==> config.mk <==
export PLATFORM = sky130hd
export DESIGN_NAME = uart_rx_buffer
export DESIGN_NICKNAME = d
export VERILOG_FILES = /design/src/rtl/uart_pkg.sv /design/src/rtl/uart_sync_fifo.sv /design/src/rtl/uart_rx_buffer.sv
export SDC_FILE = /design/constraint.sdc
export NUM_CORES = 1
export LEC_CHECK = 0
export CAP_MARGIN = 20
export CORE_MARGIN = 2
export CORE_UTILIZATION = 35
export DETAILED_ROUTE_END_ITERATION = 12
export MAX_ROUTING_LAYER = met4
export SLEW_MARGIN = 0
export SYNTH_ARGS = -nofsm -noshare
export SYNTH_HDL_FRONTEND = slang
export SYNTH_SLANG_ARGS = --single-unit
==> constraint.sdc <==
create_clock -name clk -period 5.39 [get_ports clk]
set_input_delay 1.617 -clock clk [delete_from_list [all_inputs] [get_ports clk]]
set_output_delay 1.617 -clock clk [all_outputs]
set_load 0.005 [all_outputs]
==> src/rtl/uart_pkg.sv <==
// Shared constants for the UART receive buffer: character width, FIFO
// geometry and the layout of one stored entry.
package uart_pkg;

   // Character width delivered by the receiver (out_rec).
   localparam int UART_DATA_W  = 7;
   // One stored entry: break/error tag on top, character below.
   localparam int UART_ENTRY_W = UART_DATA_W + 1;
   // FIFO geometry: DEPTH must be a power of two, ADDR_W = log2(DEPTH).
   localparam int UART_DEPTH   = 8;
   localparam int UART_ADDR_W  = 3;

   // Bit position of the error tag inside an entry.
   localparam int UART_ERR_BIT = UART_DATA_W;

   // Field view of an entry at the default character width.
   typedef struct packed {
      logic                   err;
      logic [UART_DATA_W-1:0] data;
   } uart_entry_t;

   // Builds an entry from a tag and a character at the default width.
   function automatic logic [UART_ENTRY_W-1:0] uart_pack_entry(
      input logic                   err,
      input logic [UART_DATA_W-1:0] data
   );
      uart_entry_t e;
      e.err  = err;
      e.data = data;
      return e;
   endfunction

endpackage

==> src/rtl/uart_sync_fifo.sv <==
// Single-clock FIFO with a register array, wrapping pointers and a separate
// occupancy counter. Reads are first-word fall-through. A push into a full
// FIFO is dropped unless a pop happens in the same cycle, in which case both
// take effect and the FIFO stays full.
module uart_sync_fifo
   import uart_pkg::*;
#(
   parameter int WIDTH  = UART_ENTRY_W,
   parameter int DEPTH  = UART_DEPTH,
   parameter int ADDR_W = UART_ADDR_W
) (
   input  logic              clk,
   input  logic              rst,
   input  logic              push_i,
   input  logic              pop_i,
   input  logic [WIDTH-1:0]  wdata_i,
   output logic [WIDTH-1:0]  rdata_o,
   output logic [ADDR_W:0]   count_o,
   output logic              empty_o,
   output logic              drop_o
);

   localparam logic [ADDR_W:0] FULL_COUNT = (ADDR_W + 1)'(DEPTH);

   logic [WIDTH-1:0]  mem_q [DEPTH];
   logic [ADDR_W-1:0] wr_ptr_q, wr_ptr_d;
   logic [ADDR_W-1:0] rd_ptr_q, rd_ptr_d;
   logic [ADDR_W:0]   count_q,  count_d;

   logic full;
   logic do_push;
   logic do_pop;

   assign full    = (count_q == FULL_COUNT);
   assign empty_o = (count_q == '0);

   // A pop on an empty FIFO is ignored. A push is accepted when there is
   // room, or when a pop in the same cycle frees the slot.
   assign do_pop  = pop_i & ~empty_o;
   assign do_push = push_i & (~full | do_pop);
   assign drop_o  = push_i & full & ~do_pop;

   assign rdata_o = mem_q[rd_ptr_q];
   assign count_o = count_q;

   // Next-state for pointers and occupancy.
   always_comb begin
      wr_ptr_d = wr_ptr_q;
      rd_ptr_d = rd_ptr_q;
      count_d  = count_q;
      if (do_push) begin
         wr_ptr_d = wr_ptr_q + ADDR_W'(1);
      end
      if (do_pop) begin
         rd_ptr_d = rd_ptr_q + ADDR_W'(1);
      end
      unique case ({do_push, do_pop})
         2'b10:   count_d = count_q + (ADDR_W + 1)'(1);
         2'b01:   count_d = count_q - (ADDR_W + 1)'(1);
         default: count_d = count_q;
      endcase
   end

   // Pointer and occupancy registers.
   always_ff @(posedge clk) begin
      if (rst) begin
         wr_ptr_q <= '0;
         rd_ptr_q <= '0;
         count_q  <= '0;
      end else begin
         wr_ptr_q <= wr_ptr_d;
         rd_ptr_q <= rd_ptr_d;
         count_q  <= count_d;
      end
   end

   // Storage array; contents are don't-care after reset, so it has none.
   always_ff @(posedge clk) begin
      if (do_push) begin
         mem_q[wr_ptr_q] <= wdata_i;
      end
   end

endmodule

==> src/rtl/uart_rx_buffer.sv <==
// Buffer stage behind the UART receiver. The receiver holds rx_valid high
// for as long as a character is ready; this block turns each rising edge of
// that level into one FIFO push, stores the character with its break/error
// tag, and offers the stored characters as a valid/ready stream.
//
// Stream handshake: out_valid is high whenever at least one entry is held,
// and out_data/out_err show the oldest entry combinationally. The entry is
// consumed at a clock edge where out_valid and out_ready are both high;
// out_ready while out_valid is low has no effect. A newly pushed character
// becomes visible one cycle after its push edge (no empty bypass).
module uart_rx_buffer
   import uart_pkg::*;
#(
   parameter int DATA_W = UART_DATA_W,
   parameter int DEPTH  = UART_DEPTH,
   parameter int ADDR_W = UART_ADDR_W
) (
   input  logic              clk,
   input  logic              rst,
   input  logic [DATA_W-1:0] rx_data,
   input  logic              rx_valid,
   input  logic              rx_broke,
   output logic [DATA_W-1:0] out_data,
   output logic              out_err,
   output logic              out_valid,
   input  logic              out_ready,
   output logic [ADDR_W:0]   count,
   output logic              overflow,
   input  logic              clr_overflow
);

   localparam int ENTRY_W = DATA_W + 1;

   logic               rx_valid_q;
   logic               overflow_q, overflow_d;
   logic               push;
   logic               pop;
   logic               drop;
   logic               fifo_empty;
   logic [ENTRY_W-1:0] wr_entry;
   logic [ENTRY_W-1:0] rd_entry;

   // rx_valid_q resets high so a level already asserted when reset is
   // released is treated as old and never produces a push.
   assign push = rx_valid & ~rx_valid_q;
   assign pop  = out_valid & out_ready;

   // The tag is captured only together with the character on a push.
   assign wr_entry = {rx_broke, rx_data};

   // Edge-detect register on the receiver's ready level.
   always_ff @(posedge clk) begin
      if (rst) begin
         rx_valid_q <= 1'b1;
      end else begin
         rx_valid_q <= rx_valid;
      end
   end

   // Sticky overflow: a dropped push wins over a clear in the same cycle.
   always_comb begin
      overflow_d = overflow_q;
      if (drop) begin
         overflow_d = 1'b1;
      end else if (clr_overflow) begin
         overflow_d = 1'b0;
      end
   end

   // Overflow flag register.
   always_ff @(posedge clk) begin
      if (rst) begin
         overflow_q <= 1'b0;
      end else begin
         overflow_q <= overflow_d;
      end
   end

   uart_sync_fifo #(
      .WIDTH  (ENTRY_W),
      .DEPTH  (DEPTH),
      .ADDR_W (ADDR_W)
   ) u_fifo (
      .clk     (clk),
      .rst     (rst),
      .push_i  (push),
      .pop_i   (pop),
      .wdata_i (wr_entry),
      .rdata_o (rd_entry),
      .count_o (count),
      .empty_o (fifo_empty),
      .drop_o  (drop)
   );

   assign out_valid = ~fifo_empty;
   assign out_data  = rd_entry[DATA_W-1:0];
   assign out_err   = rd_entry[DATA_W];
   assign overflow  = overflow_q;

endmodule

After elaboration in Yosys (flattened, before gate mapping) --
Memories as Yosys holds them, arrays and structs flattened. A register that Yosys moved wholly into a read port is not among the register bits. Cells that the tools add are included.
Storage, ports and cells: logic and storage cells 34, RAM bits 64, bits of input ports 13, flip-flop bits (word level) 12, memories 1
Memory list:
- u_fifo.mem_q | words 8, bits a word 8, read ports 1, clocked after memory_dff 1, write ports 1, RTL line uart_sync_fifo.sv:25 | logic [WIDTH-1:0] mem_q [DEPTH];
Operators by class: bitwise operators 11, add/subtract/negate cells 4, equal/unequal tests 3, reductions and logical operators 3, mux-type cells 7
Operator list (number):
- $pmux 4 s2 | 1
- $add 3x1->3 const B | 2
- $and 1x1->1 | 6
- $mux 3 | 2
- $add 4x1->4 const B | 1
- $eq 4x4->1 const B | 1
- $logic_not 4->1 | 1
- $mux 1 | 4
- $not 1->1 | 4
- $reduce_bool 2->1 | 2
- $sub 4x1->4 const B | 1
- $eq 2x1->1 const B | 1
- $eq 2x2->1 const B | 1
- $or 1x1->1 | 1

Logic depth before layout (Yosys ltp) --
depth in word-level cells 8, depth in mapped cells 10, mapped depth without buffers 10

Hierarchy --
From an unflattened synthesis, not the netlist that was laid out.
Second synthesis, totals: cell total of the unflattened synthesis 184, area total of the unflattened synthesis 3224.3 sq um
Modules (own cells, without submodules):
- uart_sync_fifo | cells each 175, seq. area each 2182.1 sq um, instances 1, area an instance 3135.5 sq um
- uart_rx_buffer | cells each 9, seq. area each 40.0 sq um, instances 1, area an instance 88.8 sq um

Least setup slack after synthesis --
OpenSTA, ideal clock, no wires.
kind input port to flip-flop, start input port rx_valid, end register u_fifo.count_q[3], in the netlist u_fifo.count_o[3], path slack 1.960 ns, arrival time 3.310 ns, library setup time 0.121 ns, buffers on the path 0, required time 5.269 ns, cell stages on the path 7, cells stage by stage nand2b_1 > a31oi_1 > inv_1 > ha_1 > or3_1 > o32ai_1 > mux2_2
Between the ends: cells in the longest elaborated chain, start to end 4
RTL lines:
- start, declared | RTL line uart_rx_buffer.sv:21 | input logic rx_valid,
- $and 1x1->1 * | RTL line uart_rx_buffer.sv:45 | assign push = rx_valid & ~rx_valid_q;
- $and 1x1->1 * | RTL line uart_sync_fifo.sv:40 | assign do_push = push_i & (~full | do_pop);
- $eq 2x1->1 / $eq 2x2->1 (equally long branches) | RTL line uart_sync_fifo.sv:57 | unique case ({do_push, do_pop})
- $pmux 4 s2 / $reduce_bool 2->1 (equally long branches)
- end signal, assigned | RTL line uart_sync_fifo.sv:73 | count_q <= count_d;
- end, declared | RTL line uart_sync_fifo.sv:28 | logic [ADDR_W:0] count_q, count_d;
Every way passes the cells marked *; elsewhere a longest branch is shown, timed or not. A chain may end at the register's enable or synchronous reset.

==> run_results.csv <==
group,metric,value,unit
outcome,status,"completed",
power_and_ir_drop,seqPwrFrac,48.2,%
synthesis,syn-cell-area,3210,um2
placement,port_buffers,26,
clock_network,root_buffer,"clkbuf_8",
grt,grt_pass1_wl,8510,um
floorplanning,dieArea,9970,um2
power_and_ir_drop,power_frac_comb,20.5,%
floorplanning,die_h,99.8,um
clock_network,postCtsResizedCells,0,
placement,gp_congestion,0.765,
placement,dp_hpwl,3510,um
timing,setup_slack,1.13,ns
final_layout,stdcell_area,3810,um2
timing,rsz0062_at_grt,"no",
drt,viasPerCell,4.92,
synthesis,synth_top_area_share,59.8,%
worst_hold_path,hp-class,"flip-flop to flip-flop",
setup_path,path_class,"flip-flop to primary output",
synthesis,synth.distinct_cells,31,
floorplanning,coreArea,8810,um2
clock_network,clockBufferDepth,2,
power_and_ir_drop,cellPowerDensity,402,nW/um2
drt,drt_wl_total,5650,um
timing,setup_viol,0,
timing,slew_headroom,38.5,%
drt,wl_met1,2700,um
final_layout,nFillCells,790,
drt,highest_layer,"met4",
timing,finalCritPeriodShare,79.1,%
clock_network,cts_made_buffers,9,
synthesis,yosysSeqAreaShare,69.1,%
timing,tightest_slew,0.919,ns
setup_path,end_kind,"primary output",
power_and_ir_drop,clockPowerShare,31.3,%
synthesis,synth_largest_area_cell,"edfxtp_1",
timing,finalMaxSlewViolations,0,
drt,wl_per_cell,17.3,um
clock_network,clock-sinks,79,
timing,tns,0,ns
grt,grt_overflow,0,
drt,drc,0,
drt,ant_nets,0,
timing,fmax,235,MHz
timing,skew,0.00723,ns
synthesis,synthCells,180,
power_and_ir_drop,power.switching,383,uW
clock_network,holdBufCountCts,0,
clock_network,cts_tree,"yes",
clock_network,postCtsSetupBuffers,0,
grt,antenna_found_initial,0,
final_layout,antenna_cells,0,
drt,met2_length,2680,um
setup_path,cp.arrival,2.65,ns
synthesis,synth_nets,198,
placement,place_area,3590,um2
final_layout,synthToLayoutAreaGrowth,18.5,%
setup_path,cp_max_fo,16,
timing,hold_slack,0.501,ns
drt,vias,1610,
setup_path,cp_data_required_time,3.77,ns
drt,initialDrtViolationCount,108,
synthesis,yosys_warnings,0,
timing,period_needed,4.26,ns
grt,grt_max_degree,17,
clock_network,htreeDepth,3,
synthesis,syn_avg_cell_area,17.9,um2
floorplanning,dieWidth,99.8,um
final_layout,fin_nets,232,
drt,drt_pre_antenna_iters,4,
grt,grt_pass1_vias,1633,
power_and_ir_drop,ir_drop,0.201,mV
power_and_ir_drop,switching_share,25.0,%
setup_path,regToRegStartpoint,"u_fifo.count_o[3]",
synthesis,ys_ff_latch,79,
clock_network,path_clk_slew,0.08,ns
clock_network,clk-insertion-delay-late,0.35,ns
timing,hold_violations,0,
floorplanning,initial_core_util,36.5,%
power_and_ir_drop,p_int,1.15,mW
floorplanning,rows,34,
final_layout,drive_gt1_share,14.6,%
run,max_cap_viol_count,0,
placement,place_ws,1.26,ns
floorplanning,io_pins,27,
drt,wl_met3,208,um
setup_path,critPathLaunchType,"flip-flop",
worst_hold_path,hp-start,"u_fifo.rd_ptr_q[1]",
power_and_ir_drop,power_leakage,1.27,nW
synthesis,synth_area_leaders,"edfxtp_1 60%, mux4_1 12%, dfxtp_1 9.3%",
grt,track_usage,12.3,%
[Yosys cell counts, drive strengths merged]
cell / n
mux2: 9
o21ai: 1
buf: 4
a311oi: 1
clkbuf: 3
ha: 5
a2bb2oi: 1
or2: 1
nor3: 3
nor2b: 5
edfxtp: 64
xnor2: 2
a21oi: 4
mux4: 16
mux2i: 2
inv: 5
o32ai: 1
xor2: 5
or3: 2
or4: 1
nand2: 5
nor4: 2
nor2: 15
a31oi: 2
dfxtp: 15
nand2b: 2
nand3: 4
[cells by family after synthesis]
| logic type | Yosys count | share of synthesized area (%) |
|---|---|---|
| DFF | 79 | 69.1 |
| AOI/OAI and AO/OA | 10 | 1.99 |
| buffers and inverters | 12 | 2.18 |
| adders and majority gates | 5 | 1.95 |
| xor gates and xnor gates | 7 | 1.91 |
| muxes | 27 | 16.7 |
| and+or+nand+nor | 40 | 6.11 |
[stage by stage]
stage,util (%),power [mW],cells
finish,43.3,1.53,327
global route,43.3,1.61,327
CTS,43.3,1.55,327
detailed placement,40.8,1.07,311
global placement,40.8,1.07,311
floorplan,-,0.968,180
[metal layers]
layer	track usage, %	up-vias
li1	-	779
met1	15.5	794
met2	18.9	29
met3	3.62	8
met4	4.74	0
met5	-	-
[area by class of cell]
class / instances / area [um2] / share of cell area, %
repair buffers: 30 / 290 / 7.62
multi-input cells: 89 / 922 / 24.2
clock buffers: 9 / 124 / 3.25
flip-flops and latches: 79 / 2220 / 58.3
well taps: 108 / 135 / 3.55
inverters: 5 / 18.8 / 0.493
clock inverters: 7 / 97.6 / 2.56
[worst max-delay path, stage by stage, from the launching register on]
cell and delay (ns):
dfxtp_1 0.92, mux4_1 0.67, mux2_2 0.27, clkdlybuf4s50_1 0.44
[flip-flops by register name, indices dropped and copies added, names as in the netlist, named ones only]
register         cells
rx_valid_q           1
u_fifo.count_o       4
u_fifo.rd_ptr_q      3
u_fifo.wr_ptr_q      3
overflow             1
u_fifo.mem_q        64
[worst paths after layout]
| check | endpoint | slack (ns) | cells after the start |
|---|---|---|---|
| setup / recovery | out_data[5] | 1.13 | 3 |
| hold / removal | u_fifo.rd_ptr_q[1] | 0.50 | 2 |
| setup reg to reg | u_fifo.count_o[3] | 2.86 | 7 |
| hold reg to reg | u_fifo.rd_ptr_q[1] | 0.50 | 2 |
[placed cells by master, fill, tap and decap left out]
cell type         n
a21oi_1           4
nor3_1            3
xor2_1            5
a31oi_1           2
o32ai_1           1
mux4_2            1
clkinv_4          2
mux2_2            9
nand3_1           4
mux2i_1           2
a311oi_1          1
nand2_1           5
or4_4             1
nand2b_1          2
nor2b_1           5
or3_1             2
inv_1             5
clkbuf_8          9
dfxtp_1          15
xnor2_1           2
edfxtp_1         64
o21ai_0           1
a2bb2oi_1         1
bufinv_16         2
clkinvlp_4        2
nor4_1            2
mux4_1           15
clkdlybuf4s50_1  26
ha_1              5
or2_2             1
clkinv_2          1
buf_4             4
nor2_1           15
[power by group through the flow]
stage	logic (mW)	registers, mW	clock network, mW
after global routing	0.344	0.747	0.520
after global placement	0.314	0.756	0
after floorplan	0.252	0.717	0
after detailed placement	0.317	0.756	0
final	0.315	0.739	0.480
after CTS	0.320	0.742	0.490
No activity file was read; power rests on OpenSTA's default activity.
